## src/rtl/tmds_encoder_if.sv

```systemverilog
// Pixel-side bus for one TMDS lane:
// raw pixel/control in, encoded symbol out.
interface tmds_encoder_if;
  logic [7:0] in_data;
  logic [1:0] in_c;
  logic       in_blank;
  logic [9:0] out_tmds;
  logic       out_blank;

  modport master (
    output in_data, in_c, in_blank,
    input  out_tmds, out_blank
  );

  modport slave (
    input  in_data, in_c, in_blank,
    output out_tmds, out_blank
  );
endinterface

```

## src/rtl/tmds_encoder.sv

```systemverilog
// DVI TMDS 8b/10b lane encoder: transition
// minimisation then DC balance, one symbol/clock.
module tmds_encoder #(
  parameter int C_in_reg   = 1,
  parameter int C_cnt_bits = 5
) (
  input  logic          clk_pixel,
  input  logic          reset,
  tmds_encoder_if.slave bus
);
  localparam int W = C_cnt_bits;
  localparam logic [9:0] TOK00 = 10'b1101010100;

  logic [7:0] a_data;
  logic [1:0] a_c;
  logic       a_blank;

  if (C_in_reg != 0) begin : g_in_reg
    logic [7:0] data_q;
    logic [1:0] c_q;
    logic       blank_q;

    always_ff @(posedge clk_pixel) begin
      if (reset) begin
        data_q  <= '0;
        c_q     <= '0;
        blank_q <= 1'b1;
      end else begin
        data_q  <= bus.in_data;
        c_q     <= bus.in_c;
        blank_q <= bus.in_blank;
      end
    end

    assign a_data  = data_q;
    assign a_c     = c_q;
    assign a_blank = blank_q;
  end else begin : g_no_in_reg
    assign a_data  = bus.in_data;
    assign a_c     = bus.in_c;
    assign a_blank = bus.in_blank;
  end

  // Stage A: transition minimisation
  logic [3:0] ones_d;
  logic       xnor_d;
  logic [8:0] qm_d;
  logic [3:0] n1_d;

  always_comb begin
    ones_d = '0;
    for (int i = 0; i < 8; i++)
      ones_d = ones_d + {3'b000, a_data[i]};
    xnor_d = (ones_d > 4'd4) ||
             (ones_d == 4'd4 && !a_data[0]);
    qm_d    = '0;
    qm_d[0] = a_data[0];
    for (int i = 1; i < 8; i++)
      qm_d[i] = xnor_d ? ~(qm_d[i-1] ^ a_data[i])
                       :  (qm_d[i-1] ^ a_data[i]);
    qm_d[8] = ~xnor_d;
    n1_d = '0;
    for (int i = 0; i < 8; i++)
      n1_d = n1_d + {3'b000, qm_d[i]};
  end

  logic [8:0] qm_q;
  logic [3:0] n1_q;
  logic [1:0] c_a_q;
  logic       blank_a_q;

  always_ff @(posedge clk_pixel) begin
    if (reset) begin
      qm_q      <= '0;
      n1_q      <= '0;
      c_a_q     <= '0;
      blank_a_q <= 1'b1;
    end else begin
      qm_q      <= qm_d;
      n1_q      <= n1_d;
      c_a_q     <= a_c;
      blank_a_q <= a_blank;
    end
  end

  // Stage B: DC balance
  logic [W-1:0] cnt_q, cnt_d;
  logic [W-1:0] disp;
  logic [W-1:0] q8x2;
  logic [W-1:0] nq8x2;
  logic [9:0]   tmds_q, tmds_d;
  logic [9:0]   token;
  logic         blank_q;
  logic         q8;
  logic         cnt_zero, cnt_neg, cnt_pos;
  logic         sel_blank, sel_bal;
  logic         sel_inv, sel_keep;

  always_comb begin
    q8    = qm_q[8];
    disp  = W'({n1_q, 1'b0}) - W'(8);
    q8x2  = q8 ? W'(2) : '0;
    nq8x2 = q8 ? '0 : W'(2);

    cnt_zero = (cnt_q == '0);
    cnt_neg  = cnt_q[W-1];
    cnt_pos  = !cnt_neg && !cnt_zero;

    sel_blank = blank_a_q;
    sel_bal   = !blank_a_q &&
                (cnt_zero || n1_q == 4'd4);
    sel_inv   = !blank_a_q && !sel_bal &&
                ((cnt_pos && n1_q > 4'd4) ||
                 (cnt_neg && n1_q < 4'd4));
    sel_keep  = !blank_a_q && !sel_bal && !sel_inv;

    case (c_a_q)
      2'b00:   token = TOK00;
      2'b01:   token = 10'b0010101011;
      2'b10:   token = 10'b0101010100;
      default: token = 10'b1010101011;
    endcase

    tmds_d = token;
    cnt_d  = '0;
    unique case (1'b1)
      sel_blank: begin
        tmds_d = token;
        cnt_d  = '0;
      end
      sel_bal: begin
        tmds_d = {~q8, q8,
                  q8 ? qm_q[7:0] : ~qm_q[7:0]};
        cnt_d  = q8 ? cnt_q + disp
                    : cnt_q - disp;
      end
      sel_inv: begin
        tmds_d = {1'b1, q8, ~qm_q[7:0]};
        cnt_d  = cnt_q + q8x2 - disp;
      end
      sel_keep: begin
        tmds_d = {1'b0, q8, qm_q[7:0]};
        cnt_d  = cnt_q + disp - nq8x2;
      end
      default: ;
    endcase
  end

  always_ff @(posedge clk_pixel) begin
    if (reset) begin
      tmds_q  <= TOK00;
      blank_q <= 1'b1;
      cnt_q   <= '0;
    end else begin
      tmds_q  <= tmds_d;
      blank_q <= blank_a_q;
      cnt_q   <= cnt_d;
    end
  end

  assign bus.out_tmds  = tmds_q;
  assign bus.out_blank = blank_q;
endmodule

```

## src/flat_wrapper.sv

```systemverilog
// flat-port wrapper written by rule: the top's interface ports become plain ports
module tmds_encoder_flat 
#(
  parameter int C_in_reg   = 1,
  parameter int C_cnt_bits = 5
)
  (clk_pixel, reset, bus_in_data, bus_in_c, bus_in_blank, bus_out_tmds, bus_out_blank);
  tmds_encoder_if bus_i ();
  input  logic clk_pixel;
  input  logic reset;
  input wire logic [$bits(bus_i.in_data)-1:0] bus_in_data;
  input wire logic [$bits(bus_i.in_c)-1:0] bus_in_c;
  input wire logic [$bits(bus_i.in_blank)-1:0] bus_in_blank;
  output wire logic [$bits(bus_i.out_tmds)-1:0] bus_out_tmds;
  output wire logic [$bits(bus_i.out_blank)-1:0] bus_out_blank;
  assign bus_i.in_data = bus_in_data;
  assign bus_i.in_c = bus_in_c;
  assign bus_i.in_blank = bus_in_blank;
  assign bus_out_tmds = bus_i.out_tmds;
  assign bus_out_blank = bus_i.out_blank;
  tmds_encoder #(.C_in_reg(C_in_reg), .C_cnt_bits(C_cnt_bits)) u_core (.clk_pixel(clk_pixel), .reset(reset), .bus(bus_i));
endmodule
```

## config.mk

```make
export PLATFORM = sky130hd
export DESIGN_NAME = tmds_encoder_flat
export DESIGN_NICKNAME = d
export VERILOG_FILES = /design/src/rtl/tmds_encoder_if.sv /design/src/rtl/tmds_encoder.sv /design/src/flat_wrapper.sv
export SDC_FILE = /design/constraint.sdc
export NUM_CORES = 1
export LEC_CHECK = 0
export BUFFER_PORTS_ARGS = -buffer_cell sky130_fd_sc_hd__buf_4
export CORE_ASPECT_RATIO = 1.4
export CORE_UTILIZATION = 45
export DETAILED_ROUTE_END_ITERATION = 10
export PLACE_DENSITY = 0.66
export SYNTH_ARGS = -nofsm -noshare
export SYNTH_HDL_FRONTEND = slang
export SYNTH_SLANG_ARGS = --single-unit
export TNS_END_PERCENT = 10
```

## constraint.sdc

```tcl
create_clock -name clk_pixel -period 5.9 [get_ports clk_pixel]
set_input_delay 0.59 -clock clk_pixel [delete_from_list [all_inputs] [get_ports clk_pixel]]
set_output_delay 0.59 -clock clk_pixel [all_outputs]
set_load 0.02 [all_outputs]
```

# Word level (Yosys, flattened, before mapping)
# Index checks and enable logic that the tools add are counted.
word_totals:
  in_bits: 13
  wordCells: 87
  register_bits: 43
  output_inout_bits: 11
classes:
  eq_ne: 4
  add_sub_neg: 20
  bitwise_logic: 17
  reduce_logical: 19
  magnitude_cmp: 3
  mux: 14
op_table:
  columns: ["op", "count"]
  rows:
  - ["case mux 10 bit (3 select lines)", 2]
  - ["adder 4 x 1 -> 4 bit", 12]
  - ["case mux 5 bit (3 select lines)", 1]
  - ["subtractor 5 bit", 3]
  - ["adder 5 bit", 2]
  - ["NOT 1 bit", 9]
  - ["== test 4 x 3 -> 1 bit, second input constant", 2]
  - ["> comparator 4 x 3 -> 1 bit, second input constant", 2]
  - ["logical AND 1 bit", 8]
  - ["two-way mux 8 bit", 1]
  - ["NOT 8 bit", 1]
  - ["two-way mux 1 bit", 7]
  - ["XOR 1 bit", 7]
  - ["zero test 1 bit", 6]
  - ["zero test 5 bit", 1]
  - ["two-way mux 5 bit", 1]
  - ["subtractor 5 x 4 -> 5 bit, second input constant", 1]
  - ["adder 1 x 1 -> 2 bit", 2]
  - ["< comparator 4 x 3 -> 1 bit, second input constant", 1]
  - ["two-way mux 2 bit", 2]
  - ["logical OR 1 bit", 3]
  - ["== test 2 x 1 -> 1 bit, second input constant", 1]
  - ["== test 2 bit, second input constant", 1]
  - ["zero test 2 bit", 1]

# Logic depth before layout (Yosys ltp)
# Gate-level depths: netlist of run 1.
depth:
  word_depth: 30
  mapped_depth: 20
  depth_no_buf: 20

# Worst setup path before layout of run 1
# OpenSTA, ideal clock, no wires.
synth_path:
  kind: "register to register"
  from: "reg u_core.g_in_reg.data_q[0] (netlist: u_core.a_data[0])"
  to: "reg u_core.n1_q[2]"
  path_slack_ns: -0.039
  n_path_buf: 0
  t_required_ns: 5.773
  period_less_slack_ns: 5.939
  stages_incl_launch_ff: 21
  setup_time_ns: 0.127
  arrival_time_ns: 5.813
  path_cell_list: "dfxtp_1 > ha_1 > inv_1 > fa_1 > fa_1 > inv_1 > fa_1 > fa_1 > or3b_1 > a221oi_2 > mux2_2 > xnor2_1 > ha_1 > inv_1 > fa_1 > fa_1 > inv_1 > fa_1 > fa_1 > xnor2_1 > nor2_1"
synth_between:
  elab_chain_cells: 30
  elab_cells_between_ends: 40
  cone_classes: "14 x add/sub; 1 x order compare; 1 x eq/ne; 7 x mux; 14 x bitwise; 3 x reduce/logical"
synth_rtl:
  columns: ["element", "line_no", "source"]
  rows:
  - ["start, declared", "tmds_encoder.sv:19", "logic [7:0] data_q;"]
  - ["start signal, assigned", "tmds_encoder.sv:29", "data_q <= bus.in_data;"]
  - ["parallel branches: the longest is 10 deep, another holds adder 4 x 1 -> 4 bit", null, null]
  - ["two-way mux 1 bit (*)", "tmds_encoder.sv:59", "qm_d[i] = xnor_d ? ~(qm_d[i-1] ^ a_data[i])"]
  - ["via u_core.qm_d[1]", "tmds_encoder.sv:47", "logic [8:0] qm_d;"]
  - ["parallel branches: the longest is 18 deep, another holds adder 4 x 1 -> 4 bit", null, null]
  - ["adder 4 x 1 -> 4 bit (*)", "tmds_encoder.sv:64", "n1_d = n1_d + {3'b000, qm_d[i]};"]
  - ["end signal, assigned", "tmds_encoder.sv:80", "n1_q <= n1_d;"]
  - ["end, declared", "tmds_encoder.sv:68", "logic [3:0] n1_q;"]
# Mark *: on every way through the listed nets, which the timed path passes.
# A chain may end at the register's enable or synchronous reset.

# Final worst setup path of run 1
layout_path:
  from: "reg u_core.g_in_reg.data_q[0] (netlist: u_core.a_data[0])"
  to: "reg u_core.n1_q[1]"
layout_between:
  elab_chain_cells: 30
  elab_cells_between_ends: 40
  cone_classes: "14 x add/sub; 1 x order compare; 1 x eq/ne; 7 x mux; 14 x bitwise; 3 x reduce/logical"
layout_rtl:
  columns: ["element", "line_no", "source"]
  rows:
  - ["parallel branches: the longest is 10 deep, another holds adder 4 x 1 -> 4 bit", null, null]
  - ["two-way mux 1 bit (*)", "tmds_encoder.sv:59", null]
  - ["via u_core.qm_d[1]", "tmds_encoder.sv:47", null]
  - ["parallel branches: the longest is 18 deep, another holds adder 4 x 1 -> 4 bit", null, null]
  - ["adder 4 x 1 -> 4 bit (*)", "tmds_encoder.sv:64", null]
  - ["via u_core.n1_d[1]", "tmds_encoder.sv:48", "logic [3:0] n1_d;"]
# Marked as above.

==> reports/qor.txt, run 1 <==
Reg area: 862.1 um2
Final worst path period need: 5.758 ns
Core box area: 5485 um2
Cell count after synthesis: 258
Sinks on the clock net: 43
Syn Nets: 308
Port Buffer Count: 23
Relative slew slack: 38.52%
Max VDD drop: 0.0002216 V
H-tree levels: 2
Die W: 65.75 um
Seq/Total Area, Yosys: 33.63%
Worst Setup Start Kind: register
Synthesized cell area: 2560 um2
Fillers: 491
Top FF cell, synth: dfxtp_1
Worst EP arrival: 5.99 ns
Post-synth ARST share: 0%
DR vias: 1773
Type of the worst setup path: register to register
Yosys top cell by area: dfxtp_1
Fmax: 0.1737 GHz
Gp weighted congestion: 0.8858
Fin worst setup slack: 0.1420 ns
Worst Max-Slew Pin Slew: 0.9205 ns
Worst hold path type: register to register
GRT Total Usage: 17.85%
Slew Viols, Final: 0
Setup TNS: 0 ns
Initial Util: 46.67%
Flops & latches, synth: 43
Final Util: 54.52%
Commonest non-fill, non-tap cell in the layout: dfxtp_1
Final std cells w/o fill: 352
Reg-to-reg startpoint: u_core.a_data[0]
Fin. Hold Viols: 0
Fin nets: 333
Total gr overflow: 0
Post-route ant nets: 0
Pin count of the biggest net entering global routing: 32
Die ar.: 5999 um2
Most area-consuming cells after synthesis: dfxtp_1, ha_1, fa_1
Hold_buf cts: 0
Comb power frac: 47.3%
Area of the multi-input gates: 1565 um2
Cells on Worst Hold Path: 1
Yosys top cell area share: 33.63%
Net switching power: 417.9 uW
Clock Latency Late Sink: 0.29 ns
Placed cells: 342
IO Count: 24
Area growth from synthesis to layout: 16.81%
Outcome: complete, no violations
DR WL/cell: 13.44 um
Synth cell types: 47
DRT iter0 DRCs: 41
Leak pwr: 0.001314 uW
Sw frac: 35.54%
Clock power share: 22.6%
Layer with the highest usage: met2
Post-synth EDFFs: 0
Met1 usage: 16.60%
Worst Clk Skew: 0.004921 ns
Post-Route WL: 4.730 mm
Worst Setup SP: u_core.a_data[0]
Worst Min Path Start: u_core.a_blank
Met3 Track Usage GR: 4.146%
Share of cells above drive strength 1: 19.72%
Residual DRC count: 0
Post-DP HPWL: 3.850 mm
Sequential power share: 30.1%
Clock transition at path regs: 0.08 ns
Drt pass-1 iters: 4
RSZ-0062 raised after global routing: true
Reg2reg path depth: 19
Initial antenna violation count: 0
Drt via density: 5.037
Final setup fails: 0
CTS max path bufs: 2
Cts bufs inserted: 5
# rows: 32
Die height: 91.24 um
CTS tree: yes
Pre-CTS setup slack: -0.1053 ns
Worst EP required: 6.13 ns
Period utilization: 97.59%
PD cells: 393.2 nW/um2
ANT cells: 0
Mean Syn Cell Area: 9.922 um2
Vias in the first global route: 1735
Met2 GRT Util: 33.25%
Syn. warnings: 0
Most frequent cells in the layout: dfxtp_1, inv_1, buf_4
Cell-internal power: 758.0 uW
CP Capture Type: register
Maxcap violations: 0
Root buffer cell: clkbuf_8
First-pass GRT wire length: 7.900 mm
Crit Path Max Fanout: 2
## critical path, cell delays in order (launching register included)
cell	delay, ns
dfxtp_2	0.34
ha_4	0.26
inv_1	0.04
fa_1	0.46
fa_1	0.54
inv_1	0.05
fa_2	0.35
fa_1	0.43
or3b_4	0.42
a221oi_4	0.24
mux2_4	0.21
xnor2_2	0.11
ha_1	0.25
inv_1	0.07
fa_1	0.42
fa_1	0.49
inv_1	0.05
fa_2	0.35
fa_2	0.52
nor2b_2	0.11
## path summary, 6_finish.rpt
path	endpoint	slack (ns)
max	u_core.n1_q[1]	0.14
min	u_core.blank_a_q	0.41
min reg2reg	u_core.blank_a_q	0.41
max reg2reg	u_core.n1_q[1]	0.14
## Yosys cell counts (all sizes together), types with 3 or more instances
cell type / number
a21oi: 5
inv: 34
nor3: 4
nor2b: 19
mux2i: 3
clkbuf: 6
dfxtp: 43
xor2: 7
or2: 3
nor2: 18
ha: 24
o21a: 7
o21ai: 10
fa: 13
a211o: 3
nor3b: 3
buf: 5
nand2: 5
xnor2: 18
## power groups by stage
stage | registers (uW) | clock network, uW | logic, uW
floorplan | 358 | 0 | 445
global placement | 359 | 0 | 529
detailed placement | 361 | 0 | 543
CTS | 354 | 274 | 551
global route | 359 | 291 | 631
finish | 354 | 266 | 557
## state kept, by name, summed over array words and instances, names as in the netlist
register and count:
u_core.c_a_q 2, u_core.n1_q 4, u_core.bus.out_tmds 10, u_core.a_c 2, u_core.a_data 8, u_core.bus.out_blank 1, u_core.qm_q 9, u_core.a_blank 1
u_core.cnt_q 5, u_core.blank_a_q 1
## cell type report
cell class,count,share of cell area (%)
inverters,34,4.268
well taps,68,2.845
repair buffers,29,7.280
multi-input cells,170,52.34
clock buffers,6,2.427
flip-flops and latches,43,28.83
clock inverters,2,2.008
## kinds of logic (layout without fill, tap and decap cells)
logic type	after synthesis	after routing	synth area share, %
fa+ha+maj	37	37	21.90
mux	4	4	1.613
simple gates	62	62	13.34
xor+xnor	26	26	10.75
buf+inv	45	71	7.087
compound gates	41	41	11.68
flops	43	43	33.63
## metal layers
| metal | wire (um) | vias up | part of all wire (%) |
|---|---|---|---|
| li1 | - | 880 | - |
| met3 | 148 | 18 | 3.1 |
| met5 | 0 | - | 0 |
| met1 | 1705 | 834 | 36 |
| met4 | 240 | 0 | 5.1 |
| met2 | 2636 | 41 | 56 |
## timing repair
action	CTS	global route
setup buffers	1	1
resized for setup	3	5
setup endpoints to repair	2	2
pin swaps	4	2
## per-stage QoR
stage | cell area (um2) | hold slack, ns | total power (uW)
3_3_place_gp | 2800 | 0.3965 | 888.6
4_1_cts | 2948 | 0.4169 | 1180
6_report | 2990 | 0.4120 | 1176
5_1_grt | 2990 | 0.4439 | 1281
3_5_place_dp | 2800 | 0.4014 | 904.0
2_1_floorplan | 2566 | 0.3895 | 802.3
Power figures use the tool's default switching activity.
==> run 2, diff against run 1 <==
--- a/config.mk
+++ b/config.mk
@@ -7,6 +7,7 @@
 export LEC_CHECK = 0
 export BUFFER_PORTS_ARGS = -buffer_cell sky130_fd_sc_hd__buf_4
 export CORE_ASPECT_RATIO = 1.4
+export CORE_MARGIN = 2
 export CORE_UTILIZATION = 45
 export DETAILED_ROUTE_END_ITERATION = 10
 export PLACE_DENSITY = 0.66
==> run 2 against run 1 <==
Sequential power about the same. Cell area down 0.38%. Worst setup slack worse by 0.084 ns. Largest cell class unchanged.
==> reports/qor.txt, run 2 (synthesis results as in run 1) <==
Outcome: complete, no violations
CTS max path bufs: 2
Die ar.: 6317 um2
Worst EP arrival: 6.08 ns
Post-DP HPWL: 3.775 mm
Worst EP required: 6.14 ns
Area growth from synthesis to layout: 16.37%
Max VDD drop: 0.0002352 V
Fin. Hold Viols: 0
Core box area: 5485 um2
Final worst path period need: 5.842 ns
Total gr overflow: 0
Fin nets: 336
Worst hold path type: register to register
# rows: 32
Worst Max-Slew Pin Slew: 0.9542 ns
Sw frac: 38.63%
Drt via density: 5.023
Final setup fails: 0
Drt pass-1 iters: 4
Post-Route WL: 4.767 mm
Slew Viols, Final: 0
GRT Total Usage: 16.72%
Hold WS: 0.4155 ns
Crit Path Max Fanout: 2
Commonest non-fill, non-tap cell in the layout: dfxtp_1
PD cells: 383.2 nW/um2
Worst Setup Start Kind: register
Most frequent cells in the layout: dfxtp_1, inv_1, buf_4
DR vias: 1783
Sequential power share: 31.0%
Sinks on the clock net: 43
Pre-CTS setup slack: -0.09478 ns
Cell-internal power: 700.5 uW
Initial Util: 46.67%
Final Util: 54.31%
Initial antenna violation count: 0
Net switching power: 440.9 uW
Pin count of the biggest net entering global routing: 32
Clock Latency Late Sink: 0.30 ns
Residual DRC count: 0
Max reg flops: 10
Worst Setup SP: u_core.a_data[1]
Die W: 67.75 um
DRT iter0 DRCs: 50
DR WL/cell: 13.43 um
RSZ-0062 raised after global routing: true
Leak pwr: 0.001309 uW
IO Count: 24
Worst Min Path Start: u_core.a_blank
ANT cells: 0
Fin worst setup slack: 0.05844 ns
Cts bufs inserted: 5
Fillers: 493
Hold_buf cts: 0
Total power: 1141 uW
Maxcap violations: 0
Vias in the first global route: 1824
Clock power share: 16.6%
Relative slew slack: 36.27%
Final std cells w/o fill: 355
CTS tree: yes
Post-route ant nets: 0
Root buffer cell: clkbuf_8
Worst Clk Skew: 0.01173 ns
CP Capture Type: register
Area of the multi-input gates: 1570 um2
Comb power frac: 52.3%
Period utilization: 99.01%
Clock transition at path regs: 0.09 ns
Placed cells: 342
H-tree levels: 2
Type of the worst setup path: register to register
Die height: 93.24 um
Fmax: 0.1712 GHz
First-pass GRT wire length: 7.886 mm
Share of cells above drive strength 1: 21.60%
Port Buffer Count: 23
Gp weighted congestion: 0.9050
Reg area: 863.3 um2
Reg-to-reg startpoint: u_core.a_data[1]
[run 2: metal layers]
layer  track usage [%]  wire (um)
met1             15.89       1731
met2             31.78       2666
met3             3.249        135
met4             9.184        233
met5                 0          0
[run 2: timing repair]
| item | in CTS | in global routing |
|---|---|---|
| gates resized for setup | 4 | 6 |
| pin swaps | 3 | 7 |
| buffers inserted | 2 | 3 |
| setup endpoints to repair | 2 | 2 |
[run 2: worst max-delay path, cell delays in order, from the launching register on]
cell and delay [ns]:
dfxtp_2 0.34, ha_4 0.25, inv_1 0.04, fa_1 0.48, fa_1 0.54, inv_1 0.05, fa_2 0.35, fa_1 0.44
or3b_4 0.40, a221oi_4 0.25, mux2_4 0.21, xnor2_2 0.07, ha_1 0.28, inv_1 0.05, fa_1 0.48, fa_1 0.50
inv_2 0.04, fa_2 0.36, fa_2 0.53, nor2b_4 0.12
[run 2: final timing paths]
check	slack (ns)	cells after the start	endpoint
max	0.06	19	u_core.n1_q[1]
min	0.42	1	u_core.blank_a_q
max reg2reg	0.06	19	u_core.n1_q[1]
min reg2reg	0.42	1	u_core.blank_a_q
[run 2: layout make-up]
class | instances | share of cell area (%)
clock inverters | 3 | 0.7980
multi-input cells | 170 | 52.71
inverters | 34 | 4.284
flip-flops and latches | 43 | 28.98
clock buffers | 5 | 2.310
well taps | 68 | 2.856
repair buffers | 32 | 8.064
[run 2: power groups by stage]
stage | logic [uW] | registers (uW) | clock network (uW)
global placement | 529 | 359 | 0
detailed placement | 542 | 361 | 0
floorplan | 445 | 358 | 0
global route | 671 | 359 | 210
CTS | 570 | 354 | 199
finish | 597 | 354 | 190
[run 2: per-stage QoR]
step / instance area [um2] / setup TNS, ns
2_1_floorplan: 2566 / 0
3_3_place_gp: 2800 / 0
3_5_place_dp: 2800 / -0.1773
4_1_cts: 2923 / 0
5_1_grt: 2979 / -0.1857
6_report: 2979 / 0
